### config.mk
export PLATFORM = sky130hd
export DESIGN_NAME = cmp51_operand_sequencer
export DESIGN_NICKNAME = d
export VERILOG_FILES = /design/src/rtl/cmp51_pkg.sv /design/src/rtl/cmp51_ref_min.sv /design/src/rtl/cmp51_operand_sequencer.sv
export SDC_FILE = /design/constraint.sdc
export NUM_CORES = 1
export LEC_CHECK = 0
export CAP_MARGIN = 20
export CORE_ASPECT_RATIO = 0.75
export CORE_MARGIN = 4
export CORE_UTILIZATION = 47
export CTS_CLUSTER_DIAMETER = 40
export DETAILED_ROUTE_END_ITERATION = 7
export GPL_ROUTABILITY_DRIVEN = 1
export HOLD_SLACK_MARGIN = 0.08
export PLACE_DENSITY = 0.78
export SLEW_MARGIN = 5
export SYNTH_ARGS = -nofsm -noshare
export SYNTH_HDL_FRONTEND = slang
export SYNTH_SLANG_ARGS = --single-unit
### constraint.sdc
create_clock -name clk -period 1.68 [get_ports clk]
set_input_delay 0.336 -clock clk [delete_from_list [all_inputs] [get_ports clk]]
set_output_delay 0.336 -clock clk [all_outputs]
set_load 0.01 [all_outputs]
### src/rtl/cmp51_pkg.sv
// Shared constants and FSM encoding for the COMPARATOR_51 operand sequencer.
package cmp51_pkg;

   localparam int unsigned N_IN  = 5;
   localparam int unsigned IDX_W = 3;
   localparam int unsigned CNT_W = 10;

   typedef enum logic [1:0] {
      StLoad,
      StSettle,
      StCapture,
      StHold
   } state_e;

endpackage

### src/rtl/cmp51_ref_min.sv
// Combinational reference min-index over five unsigned operands.
// On ties the lowest index wins.
module cmp51_ref_min
   import cmp51_pkg::*;
#(
   parameter int unsigned DATA_W = 6
) (
   input  logic [DATA_W-1:0] ops [N_IN],
   output logic [IDX_W-1:0]  min_idx
);

   logic [DATA_W-1:0] best;

   always_comb begin
      min_idx = '0;
      best    = ops[0];
      // Strict less-than keeps the earliest index on ties.
      for (int k = 1; k < N_IN; k++) begin
         if (ops[k] < best) begin
            best    = ops[k];
            min_idx = IDX_W'(k);
         end
      end
   end

endmodule

### src/rtl/cmp51_operand_sequencer.sv
// Serial operand loader / result capture for a COMPARATOR_51 instance.
// Optional checker enabled by defining CMP51_SELFCHECK_EN.
module cmp51_operand_sequencer
   import cmp51_pkg::*;
#(
   parameter int unsigned DATA_W        = 6,
   parameter int unsigned SETTLE_CYCLES = 2
) (
   input  logic              clk,
   input  logic              reset,
   input  logic              in_valid,
   output logic              in_ready,
   input  logic [DATA_W-1:0] in_data,
   output logic [DATA_W-1:0] cmp_i0,
   output logic [DATA_W-1:0] cmp_i1,
   output logic [DATA_W-1:0] cmp_i2,
   output logic [DATA_W-1:0] cmp_i3,
   output logic [DATA_W-1:0] cmp_i4,
   input  logic [IDX_W-1:0]  cmp_min,
   output logic              out_valid,
   input  logic              out_ready,
   output logic [IDX_W-1:0]  out_min,
   output logic [CNT_W-1:0]  out_cnt
`ifdef CMP51_SELFCHECK_EN
   ,
   output logic              chk_err,
   output logic [CNT_W-1:0]  chk_err_cnt
`endif
);

   localparam logic [3:0] SettleInit = 4'(SETTLE_CYCLES);

   state_e            state_q, state_d;
   logic [2:0]        slot_q, slot_d;
   logic [3:0]        settle_q, settle_d;
   logic [DATA_W-1:0] ops_q [N_IN];
   logic [IDX_W-1:0]  out_min_q;
   logic [CNT_W-1:0]  out_cnt_q;
   logic              accept, capture, done;

   always_comb begin
      state_d  = state_q;
      slot_d   = slot_q;
      settle_d = settle_q;
      accept   = 1'b0;
      capture  = 1'b0;
      done     = 1'b0;
      in_ready = (state_q == StLoad) && !reset;
      out_valid = (state_q == StHold);
      unique case (state_q)
         StLoad: begin
            if (in_valid) begin
               accept = 1'b1;
               if (slot_q == 3'(N_IN - 1)) begin
                  slot_d = '0;
                  if (SETTLE_CYCLES == 0) begin
                     state_d = StCapture;
                  end else begin
                     state_d  = StSettle;
                     settle_d = SettleInit;
                  end
               end else begin
                  slot_d = slot_q + 3'd1;
               end
            end
         end
         StSettle: begin
            settle_d = settle_q - 4'd1;
            if (settle_q <= 4'd1) state_d = StCapture;
         end
         StCapture: begin
            capture = 1'b1;
            state_d = StHold;
         end
         StHold: begin
            if (out_ready) begin
               done    = 1'b1;
               state_d = StLoad;
            end
         end
         default: state_d = StLoad;
      endcase
   end

   always_ff @(posedge clk) begin
      if (reset) begin
         state_q   <= StLoad;
         slot_q    <= '0;
         settle_q  <= '0;
         out_min_q <= '0;
         out_cnt_q <= '0;
         for (int k = 0; k < N_IN; k++) ops_q[k] <= '0;
      end else begin
         state_q  <= state_d;
         slot_q   <= slot_d;
         settle_q <= settle_d;
         for (int k = 0; k < N_IN; k++) begin
            if (accept && slot_q == 3'(k)) ops_q[k] <= in_data;
         end
         if (capture) out_min_q <= cmp_min;
         if (done) out_cnt_q <= out_cnt_q + CNT_W'(1);
      end
   end

   assign cmp_i0  = ops_q[0];
   assign cmp_i1  = ops_q[1];
   assign cmp_i2  = ops_q[2];
   assign cmp_i3  = ops_q[3];
   assign cmp_i4  = ops_q[4];
   assign out_min = out_min_q;
   assign out_cnt = out_cnt_q;

`ifdef CMP51_SELFCHECK_EN
   logic [IDX_W-1:0] ref_idx;
   logic             chk_err_q;
   logic [CNT_W-1:0] chk_cnt_q;

   cmp51_ref_min #(
      .DATA_W (DATA_W)
   ) u_ref_min (
      .ops     (ops_q),
      .min_idx (ref_idx)
   );

   always_ff @(posedge clk) begin
      if (reset) begin
         chk_err_q <= 1'b0;
         chk_cnt_q <= '0;
      end else if (capture && (cmp_min != ref_idx)) begin
         chk_err_q <= 1'b1;
         if (chk_cnt_q != '1) chk_cnt_q <= chk_cnt_q + CNT_W'(1);
      end else if (done) begin
         chk_err_q <= 1'b0;
      end
   end

   assign chk_err     = chk_err_q;
   assign chk_err_cnt = chk_cnt_q;
`endif

endmodule

==> flow_summary.ini <==
[placement]
portBuffers = 57
pre_cts_ws_ns = -0.144
dpl.cell_count = 291
dp_hpwl_um = 3380
gp_congestion = 0.829

[timing]
period_minus_slack_ns = 1.62
setup_viol = 0
fin_worst_skew_ns = 0.00766
slew_headroom_pct = 78.0
fin_hold_ws_ns = 0.514
setup_ws_ns = 0.0581
slew_violations = 0
rsz0062_at_grt = true
final_hold_viol_count = 0
fmax_mhz = 617
finalCritPeriodShare_pct = 96.5
worst_slew_pin_slew_ns = 0.329
fin_tns_setup_ns = 0

[hold_path]
min-delay-start = out_cnt[1]
holdPathStages = 2
hp-class = reg2reg
min_to = out_cnt[1]

[floorplan]
fp.dieH_um = 66.2
ios = 58
core_area_mm2 = 0.00420
die_w_um = 85.6
start_util_pct = 50.5
die_area_mm2 = 0.00567
core.rowCount = 20

[critical_path]
critPathBufInv = 1
slowest_delay_ns = 0.57
reg2reg_slack_ns = 0.08
cpMaxStageDelayCell = clkdlybuf4s50_1
cp.arrival_ns = 1.29
r2r-start = slot_q[2]
endpoint_kind = output pin
cp.required_ns = 1.34
rr_endpoint = ops_q[0][23]
rr_worst_depth = 5
worstPathMaxFanout = 4
crit_family = buffers and inverters
crit_chain = clkdlybuf4s50_1
crit_type = reg2out
start_kind = register

[synth]
synth_cells = 172
yosysTopAreaCell = edfxtp_1
ys_seq_area_share_pct = 63.2
synth_common_cells = edfxtp_1 (30), dfxtp_1 (22), nor2_1 (20)
syn_avg_cell_area_um2 = 12.3
synth_edf_count = 30
ys_types = 34
synth.most_common_cell = edfxtp_1
ys_ff_latch = 52
synth.net_count = 198
yosysTopAreaCellShare_pct = 42.4
synthTopCellsByArea = edfxtp_1 (42%), dfxtp_1 (21%), ha_1 (7.7%)
synthFlopType = edfxtp_1
ys_warn_count = 0
ys_async_sr_fraction_pct = 0
syn_area_mm2 = 0.00212

[grt]
grt_pass1_wl_um = 7550
grt_pass1_vias = 1493
use_met3_pct = 5.73
grt_use_total_pct = 17.6
antenna_found_initial = 0
gr-usage-met2_pct = 26.4
grt_max_degree = 18
grt-busiest-layer = met2
grt_overflow = 0
grt_use_met1_pct = 24.3

[cts]
clkTransAtPathRegs_ns = 0.09
root_buffer = clkbuf_8
htree_levels = 2
clock_path_buffers = 2
hold_buffers = 0
cts_inserted_buffers = 5
cts_tree = done
post_cts_buffers = 0
clkLatencyLatePin_ns = 0.30
cts.sinks = 52

[power_and_ir_drop]
power_density_mw_per_mm2 = 975
p_leak_nw = 1.10
finalPower_mw = 2.89
irDropWorstVdd_v = 0.000576

[routing]
via_per_inst = 5.00
drtIter0Drc = 67
drt_wl_total_um = 4630
drcViolationCount = 0
wl_per_cell_um = 15.5
num_vias = 1494
first_pass_iters = 4
ant_nets = 0

[final_layout]
nets = 269
instances_no_fill = 299
final_layout_size_suffix_gt1_share_pct = 16.8
area_growth_syn_to_layout_pct = 39.5
n_antenna_cell = 0

[flow_run]
cap_violations = 0

[status]
status = finished clean
[per-layer routing]
metal  wire length (um)  vias to the layer above
met5                  0                        -
met4                 48                        0
met3                232                        4
met2               2220                       46
met1               2120                      699
li1                   -                      745
[sequential cells by signal, summed over array words and instances, names as in the netlist]
signal    flops
out_min       3
ops_q        30
settle_q      4
slot_q        3
out_cnt      10
state_q       2
[cell type report]
class	instances	area (um2)
sequential	52	1350
tap	55	68.8
clock inverter	2	11.3
inverter	12	45.0
timing repair buffer	67	639
fill	302	1240
multi-input combinational	105	777
clock buffer	6	72.6
[through the flow]
step	util, %	instance area [um2]
floorplan	-	2120
global placement	67.2	2830
detailed placement	67.2	2830
CTS	69.6	2930
global route	70.4	2960
finish	70.4	2960
[worst max-delay path by stage]
stage	from	to	slack (ns)	depth (start not counted)
2_1_floorplan	state_q[0]	ops_q[0][0]	0.19	5
5_1_grt	slot_q[2]	ops_q[0][24]	-0.01	5
4_1_cts	state_q[0]	in_ready	-0.03	5
3_5_place_dp	reset	ops_q[0][14]	-0.14	4
3_3_place_gp	in_valid	ops_q[0][15]	-0.12	4
6_report	out_cnt[0]	out_cnt[0]	0.06	1
[repair_timing]
| action | 4_1_cts | 5_1_grt |
|---|---|---|
| pin swaps | 0 | 2 |
| endpoints found under the setup margin | 26 | 58 |
| gates resized for setup | 11 | 17 |
[cell families after synthesis]
| family | count (synthesis) | synth area share [%] |
|---|---|---|
| buffers and inverters | 15 | 2.65 |
| AO/OA/AOI/OAI | 26 | 8.13 |
| XOR/XNOR | 7 | 2.89 |
| adder cells (fa/ha/maj) | 13 | 7.66 |
| AND/OR/NAND/NOR | 54 | 13.1 |
| flip-flops | 52 | 63.2 |
| multiplexers | 5 | 2.36 |
[where the power goes]
part	switching (mW)	total (mW)	internal, mW
registers	0.0531	1.55	1.49
logic	0.335	0.672	0.338
clock network	0.381	0.670	0.289
[layout by cell type (no fill, tap or decap), drive strengths merged, types with 4 or more instances in the layout]
cell type | synthesis | routed
mux2i | 5 | 5
a21oi | 7 | 7
nor3 | 4 | 4
and2 | 6 | 6
xnor2 | 6 | 6
ha | 13 | 13
o21ai | 5 | 5
nand2 | 6 | 6
nor2 | 20 | 20
nand3 | 5 | 5
clkdlybuf4s50 | 0 | 55
inv | 12 | 12
clkbuf | 3 | 7
buf | 0 | 10
edfxtp | 30 | 30
dfxtp | 22 | 22
No activity file was read; power rests on OpenSTA's default activity.
